### config.mk
export PLATFORM = sky130hd
export DESIGN_NAME = sram_multi_bank_ring_ctrl
export DESIGN_NICKNAME = d
export VERILOG_FILES = /design/src/rtl/sram_multi_bank_ring_ctrl.sv
export SDC_FILE = /design/constraint.sdc
export NUM_CORES = 1
export LEC_CHECK = 0
export BUFFER_PORTS_ARGS = -buffer_cell sky130_fd_sc_hd__buf_4
export CAP_MARGIN = 20
export CORE_UTILIZATION = 43
export DETAILED_ROUTE_END_ITERATION = 12
export GPL_TIMING_DRIVEN = 0
export PLACE_DENSITY = 0.83
export SLEW_MARGIN = 10
export SYNTH_ARGS = -nofsm -noshare
export SYNTH_HDL_FRONTEND = slang
export SYNTH_SLANG_ARGS = --single-unit
### constraint.sdc
create_clock -name clk -period 2.65 [get_ports clk]
set_clock_uncertainty 0.15 [all_clocks]
set_input_delay 0.3975 -clock clk [delete_from_list [all_inputs] [get_ports clk]]
set_output_delay 0.3975 -clock clk [all_outputs]
set_load 0.1 [all_outputs]
### src/rtl/sram_multi_bank_ring_ctrl.sv
// sram_multi_bank_ring_ctrl
//
// Purpose:
//   Arbitrates one single-port multi-bank SRAM between a producer and a
//   consumer. The banks form a ring of frame buffers. The producer fills one
//   bank per frame. The consumer drains completed frames in the order they
//   were written. At most one SRAM access is issued per cycle. When both
//   sides want the SRAM in the same cycle, the grant alternates between them.
//
// Optional feature:
//   Define SRAM_RING_CTRL_STAT_EN to build a 16-bit saturating counter of
//   arbitration-conflict cycles. When the macro is undefined, cfl_cnt_o is
//   tied to zero.
//
// Ports:
//   clk            : sole clock, rising edge
//   rst            : synchronous active-high reset
//   wr_req_i       : producer has a word
//   wr_dat_i       : producer word
//   wr_lst_i       : word closes the current frame
//   wr_ack_o       : producer word accepted this cycle
//   rd_req_i       : consumer requests the next word
//   rd_ack_o       : read issued to the SRAM this cycle
//   rd_val_o       : rd_dat_o valid
//   rd_dat_o       : read word (straight from the SRAM)
//   rd_lst_o       : last word of a frame, qualifies rd_val_o
//   sram_idx_bnk_o : SRAM bank select
//   sram_adr_o     : SRAM word address
//   sram_wr_val_o  : SRAM byte enables (all ones on a write)
//   sram_wr_dat_o  : SRAM write data
//   sram_rd_val_o  : SRAM read strobe
//   sram_rd_dat_i  : SRAM read data
//   bnk_cnt_o      : number of completed, unread frames
//   cfl_cnt_o      : arbitration-conflict counter

module sram_multi_bank_ring_ctrl #(
    parameter int NUMB_BNK    = 2,
    parameter int SIZE        = 64,
    parameter int SIZE_COL    = 8,
    parameter int DATA_WD     = 32,
    parameter int KNOB_REGOUT = 0
) (
    input  logic                          clk,
    input  logic                          rst,
    input  logic                          wr_req_i,
    input  logic [DATA_WD-1:0]            wr_dat_i,
    input  logic                          wr_lst_i,
    output logic                          wr_ack_o,
    input  logic                          rd_req_i,
    output logic                          rd_ack_o,
    output logic                          rd_val_o,
    output logic [DATA_WD-1:0]            rd_dat_o,
    output logic                          rd_lst_o,
    output logic [$clog2(NUMB_BNK)-1:0]   sram_idx_bnk_o,
    output logic [$clog2(SIZE)-1:0]       sram_adr_o,
    output logic [DATA_WD/SIZE_COL-1:0]   sram_wr_val_o,
    output logic [DATA_WD-1:0]            sram_wr_dat_o,
    output logic                          sram_rd_val_o,
    input  logic [DATA_WD-1:0]            sram_rd_dat_i,
    output logic [$clog2(NUMB_BNK):0]     bnk_cnt_o,
    output logic [15:0]                   cfl_cnt_o
);

    localparam int BW  = $clog2(NUMB_BNK);
    localparam int AW  = $clog2(SIZE);
    localparam int CW  = DATA_WD / SIZE_COL;
    localparam int LAT = KNOB_REGOUT + 1;

    localparam logic [AW-1:0] LAST_ADR = AW'(SIZE - 1);
    localparam logic [BW:0]   FULL_CNT = (BW + 1)'(NUMB_BNK);

    typedef enum logic {
        PRI_WR,
        PRI_RD
    } pri_e;

    pri_e              pri_q, pri_d;
    logic [BW-1:0]     wrBnk_q, wrBnk_d;
    logic [AW-1:0]     wrAdr_q, wrAdr_d;
    logic [BW-1:0]     rdBnk_q, rdBnk_d;
    logic [AW-1:0]     rdAdr_q, rdAdr_d;
    logic [AW:0]       len_q [NUMB_BNK];
    logic [AW:0]       len_d [NUMB_BNK];
    logic [BW:0]       bnkCnt_q, bnkCnt_d;
    logic [LAT-1:0]    valPipe_q, valPipe_d;
    logic [LAT-1:0]    lstPipe_q, lstPipe_d;

    logic wrElig, rdElig, conflict;
    logic wrGnt, rdGnt;
    logic wrClose, rdEnd;

    // Eligibility and grant decisions. Reset masks both requests so that no
    // SRAM access and no handshake can appear while rst is high. A frame is
    // readable only after it has been closed and counted in bnkCnt_q, so a
    // partially written frame can never be read.
    always_comb begin
        wrElig   = wr_req_i & ~rst & (bnkCnt_q < FULL_CNT);
        rdElig   = rd_req_i & ~rst & (bnkCnt_q != '0);
        conflict = wrElig & rdElig;
        wrGnt    = wrElig & (~rdElig | (pri_q == PRI_WR));
        rdGnt    = rdElig & (~wrElig | (pri_q == PRI_RD));
        wrClose  = wrGnt & (wr_lst_i | (wrAdr_q == LAST_ADR));
        rdEnd    = rdGnt & ({1'b0, rdAdr_q} == (len_q[rdBnk_q] - 1'b1));
    end

    // Priority FSM. The state changes only on a conflict cycle. On such a
    // cycle the side that was just served loses priority.
    always_comb begin
        pri_d = pri_q;
        if (conflict) begin
            pri_d = (pri_q == PRI_WR) ? PRI_RD : PRI_WR;
        end
    end

    // Pointer, length and frame-count updates. Banks and addresses are powers
    // of two, so a plain increment wraps the ring naturally.
    always_comb begin
        wrBnk_d  = wrBnk_q;
        wrAdr_d  = wrAdr_q;
        rdBnk_d  = rdBnk_q;
        rdAdr_d  = rdAdr_q;
        len_d    = len_q;
        bnkCnt_d = bnkCnt_q;

        if (wrGnt) begin
            if (wrClose) begin
                len_d[wrBnk_q] = {1'b0, wrAdr_q} + 1'b1;
                wrAdr_d        = '0;
                wrBnk_d        = wrBnk_q + 1'b1;
            end else begin
                wrAdr_d = wrAdr_q + 1'b1;
            end
        end

        if (rdGnt) begin
            if (rdEnd) begin
                rdAdr_d = '0;
                rdBnk_d = rdBnk_q + 1'b1;
            end else begin
                rdAdr_d = rdAdr_q + 1'b1;
            end
        end

        // Only one access per cycle, so close and end are exclusive.
        if (wrClose) begin
            bnkCnt_d = bnkCnt_q + 1'b1;
        end else if (rdEnd) begin
            bnkCnt_d = bnkCnt_q - 1'b1;
        end

        // Shift the grant and last flag along the delay line. The delay line
        // is as long as the SRAM read latency.
        valPipe_d = LAT'({valPipe_q, rdGnt});
        lstPipe_d = LAT'({lstPipe_q, rdEnd});
    end

    // State registers.
    always_ff @(posedge clk) begin
        if (rst) begin
            pri_q     <= PRI_WR;
            wrBnk_q   <= '0;
            wrAdr_q   <= '0;
            rdBnk_q   <= '0;
            rdAdr_q   <= '0;
            bnkCnt_q  <= '0;
            valPipe_q <= '0;
            lstPipe_q <= '0;
            for (int b = 0; b < NUMB_BNK; b++) begin
                len_q[b] <= '0;
            end
        end else begin
            pri_q     <= pri_d;
            wrBnk_q   <= wrBnk_d;
            wrAdr_q   <= wrAdr_d;
            rdBnk_q   <= rdBnk_d;
            rdAdr_q   <= rdAdr_d;
            bnkCnt_q  <= bnkCnt_d;
            valPipe_q <= valPipe_d;
            lstPipe_q <= lstPipe_d;
            len_q     <= len_d;
        end
    end

    // SRAM port mux. When there is no grant, every field is driven to zero.
    always_comb begin
        sram_idx_bnk_o = '0;
        sram_adr_o     = '0;
        sram_wr_val_o  = '0;
        sram_wr_dat_o  = '0;
        sram_rd_val_o  = 1'b0;
        if (wrGnt) begin
            sram_idx_bnk_o = wrBnk_q;
            sram_adr_o     = wrAdr_q;
            sram_wr_val_o  = {CW{1'b1}};
            sram_wr_dat_o  = wr_dat_i;
        end else if (rdGnt) begin
            sram_idx_bnk_o = rdBnk_q;
            sram_adr_o     = rdAdr_q;
            sram_rd_val_o  = 1'b1;
        end
    end

    // Registered status outputs are also forced low while rst is high, so
    // that reset takes effect on the outputs in the same cycle.
    assign wr_ack_o  = wrGnt;
    assign rd_ack_o  = rdGnt;
    assign rd_val_o  = valPipe_q[LAT-1] & ~rst;
    assign rd_lst_o  = lstPipe_q[LAT-1] & ~rst;
    assign rd_dat_o  = sram_rd_dat_i;
    assign bnk_cnt_o = rst ? '0 : bnkCnt_q;

`ifdef SRAM_RING_CTRL_STAT_EN
    logic [15:0] cflCnt_q, cflCnt_d;

    // Saturating count of cycles in which both sides were eligible.
    always_comb begin
        cflCnt_d = cflCnt_q;
        if (conflict && (cflCnt_q != 16'hFFFF)) begin
            cflCnt_d = cflCnt_q + 16'd1;
        end
    end

    always_ff @(posedge clk) begin
        if (rst) begin
            cflCnt_q <= '0;
        end else begin
            cflCnt_q <= cflCnt_d;
        end
    end

    assign cfl_cnt_o = rst ? 16'd0 : cflCnt_q;
`else
    assign cfl_cnt_o = 16'd0;
`endif

endmodule

==> flow_metrics.py <==
metrics = {
    "run_status": {
        "outcome": "complete, no violations",
    },
    "timing": {
        "hold-worst-slack_ns": 0.2426,
        "timing.fmax_mhz": 392.7,
        "min_period_ns": 2.547,
        "rsz0062_at_grt": "false",
        "period_share_pct": 96.10,
        "finalHoldViolCount": 0,
        "slew_viol_final": 0,
        "finalSetupViolCount": 0,
        "max_slew_margin_pct": 64.72,
        "tightestPinTransition_ns": 0.5268,
    },
    "synthesis": {
        "synth_seq_area_share_pct": 25.87,
        "async_reset_ff_share_pct": 0,
        "synthCells": 298,
        "synth_area_per_cell_um2": 8.569,
        "synthFlopType": "dfxtp_1",
        "ys_warn_count": 0,
        "synth-edff-count": 0,
        "syn_area_um2": 2554,
        "ys_ff_latch": 33,
        "yosysUniqueCellTypes": 54,
    },
    "worst_setup_path": {
        "critPathLaunchType": "register",
        "cp_slowest_cell": "a311o_2",
        "path_class": "register to output pin",
        "arrival_ns": 2.00,
        "worstPathMaxFanout": 10,
        "cp.required_ns": 2.10,
        "crit_chain": "nand2b_4, a311o_2, inv_4, buf_4, clkbuf_4, and2_1, buf_6",
        "endpoint_kind": "output pin",
        "crit_path_max_incr_delay_ns": 0.36,
    },
    "grt": {
        "grt_max_degree": 15,
        "antenna_found_initial": 0,
        "grt_usage_pct": 21.15,
        "grt_pass1_wl_um": 10380,
        "overflow": 0,
        "grt_pass1_vias": 2309,
    },
    "worst_hold_path": {
        "worstHoldPathType": "primary input to register",
    },
    "finish": {
        "drive_above_1_share_pct": 53.20,
        "nets": 510,
        "final_common_cell": "buf_4",
        "diodes": 0,
        "n_fill_cell": 447,
        "final_cell_mix": "149 x buf_4, 33 x dfxtp_1, 23 x buf_6, 23 x nor2_1, 22 x and2_1",
        "area_delta_synth_final_pct": 51.30,
        "fin_util_pct": 68.90,
    },
    "pwr": {
        "p_int_uw": 983.8,
        "power_frac_comb_pct": 50.9,
        "powerDensity_nw_per_um2": 491.9,
        "p_sw_uw": 916.7,
        "seq_power_share_pct": 28.5,
        "p_leak_nw": 1.810,
        "swShare_pct": 48.24,
        "irDropWorstVdd_mv": 0.3612,
        "clockPowerShare_pct": 20.6,
    },
    "clock_network": {
        "cts_tree": "built",
        "clkLatencyLatePin_ns": 0.29,
        "htree_levels": 2,
        "clock_sinks": 33,
        "root_buffer": "clkbuf_8",
        "cts_buffer_depth": 2,
        "clk_pin_slew_ns": 0.07,
        "cts_buffers": 5,
    },
    "detailed_routing": {
        "ant_nets": 0,
        "firstDrtPassIters": 4,
        "m1WireLength_um": 2464,
        "drcViolationCount": 0,
        "wl_met3_um": 620,
        "vias": 2463,
        "post_drt_wl_per_cell_um": 13.24,
        "top_layer_used": "met4",
        "met2_wirelength_um": 3559,
        "post_drt_via_cell_ratio": 4.829,
        "drt_iter0_drc": 98,
        "drt-total-wl_um": 6753,
    },
    "floorplanning": {
        "num_io_pins": 167,
        "initial_core_util_pct": 45.54,
        "core_area_um2": 5608,
        "die-area_um2": 6251,
        "num_rows": 27,
        "die_h_um": 79.07,
        "die_x_um": 79.07,
    },
    "place": {
        "gp_congestion": 0.8733,
        "place_hpwl_um": 5223,
        "io_buffer_count": 118,
    },
    "job": {
        "cap_violations": 0,
    },
}
## sequential cells by signal, indices dropped and copies added, names as in the netlist
| name | count |
|---|---|
| bnkCnt_q | 2 |
| wrAdr_q | 6 |
| valPipe_q | 1 |
| lstPipe_q | 1 |
| rdBnk_q | 1 |
| rdAdr_q | 6 |
| pri_q | 1 |
| wrBnk_q | 1 |
| len_q | 14 |
## worst paths after layout
kind               startpoint  cells after the start                to  slack [ns]
setup reg to reg      rdBnk_q                      9           rdBnk_q        0.32
hold reg to reg     len_q[13]                      2         len_q[13]        0.34
setup / recovery  bnkCnt_q[1]                      7  sram_wr_dat_o[4]        0.10
hold / removal       rd_req_i                      2         valPipe_q        0.24
## routing by layer
metal | GRT usage, % | up-vias
met5 | 0 | -
met4 | 7.091 | 0
met3 | 4.598 | 8
met2 | 40.95 | 130
met1 | 22.19 | 1097
li1 | - | 1228
## cell usage after synthesis (4+ instances only)
master	instances	area share, %
xnor2_1	8	2.7
a22o_1	6	2.1
a211oi_2	5	2.4
a211oi_1	5	1.5
nand3_1	6	1.2
nor3_2	5	2.0
mux2i_1	7	2.7
o21ai_0	5	0.98
nor2_1	23	3.4
nand4_1	4	0.98
xor2_1	12	4.1
a21oi_1	10	2.0
dfxtp_1	33	26
nand2_1	14	2.1
clkbuf_1	7	1.0
buf_4	56	16
and2_1	32	7.8
## cell type report
type / instances / area, um2 / area share (%)
Tap cell: 72 / 90.09 / 2.332
Buffer: 68 / 520.5 / 13.47
Clock buffer: 7 / 86.33 / 2.234
Inverter: 3 / 13.76 / 0.3562
Multi-Input combinational cell: 208 / 1451 / 37.56
Timing Repair Buffer: 119 / 1041 / 26.94
Sequential cell: 33 / 660.6 / 17.10
## kinds of logic after synthesis
logic type | count (synthesis) | share of synthesized area [%]
AND/OR/NAND/NOR | 115 | 27.44
buffers and inverters | 72 | 20.48
AO/OA/AOI/OAI | 46 | 14.11
flip-flops | 33 | 25.87
XOR/XNOR | 20 | 6.859
multiplexers | 8 | 3.626
adder cells (fa/ha/maj) | 3 | 1.470
other | 1 | 0.1468
## power by group through the flow
| stage | registers, mW | clock network [mW] | logic, mW |
|---|---|---|---|
| after CTS | 0.541 | 0.392 | 0.961 |
| final | 0.542 | 0.391 | 0.967 |
| after global placement | 0.551 | 0 | 0.929 |
| after detailed placement | 0.553 | 0 | 0.937 |
| after floorplan | 0.545 | 0 | 0.775 |
| after global routing | 0.545 | 0.414 | 1.00 |
## stage by stage
| step | cell area (um2) | TNS (ns) | setup slack [ns] | total power, mW | std cells |
|---|---|---|---|---|---|
| floorplan | 2633 | 0 | 0.02810 | 1.319 | 313 |
| finish | 3864 | 0 | 0.1034 | 1.900 | 510 |
| CTS | 3837 | -0.002558 | -0.002558 | 1.895 | 510 |
| detailed placement | 3608 | 0 | 0.01277 | 1.490 | 503 |
| global route | 3864 | 0 | 0.02791 | 1.960 | 510 |
| global placement | 3608 | 0 | 0.04815 | 1.480 | 503 |
## critical path: cells and delay by family, from the launching register on
kind                   cells  cell delay [ns]
AO/OA/AOI/OAI              1             0.36
buffers and inverters      4             0.70
flip-flops                 1             0.33
AND/OR/NAND/NOR            2             0.31
## what timing repair did
action / 4_1_cts / 5_1_grt
pin swaps: 0 / 1
hold buffers: 0 / 0
gates cloned: 0 / 0
endpoints found under the hold margin: 0 / 0
setup buffers: 0 / 1
gates resized for setup: 40 / 8
setup endpoints to repair: 27 / 39
Power figures use the tool's default switching activity.
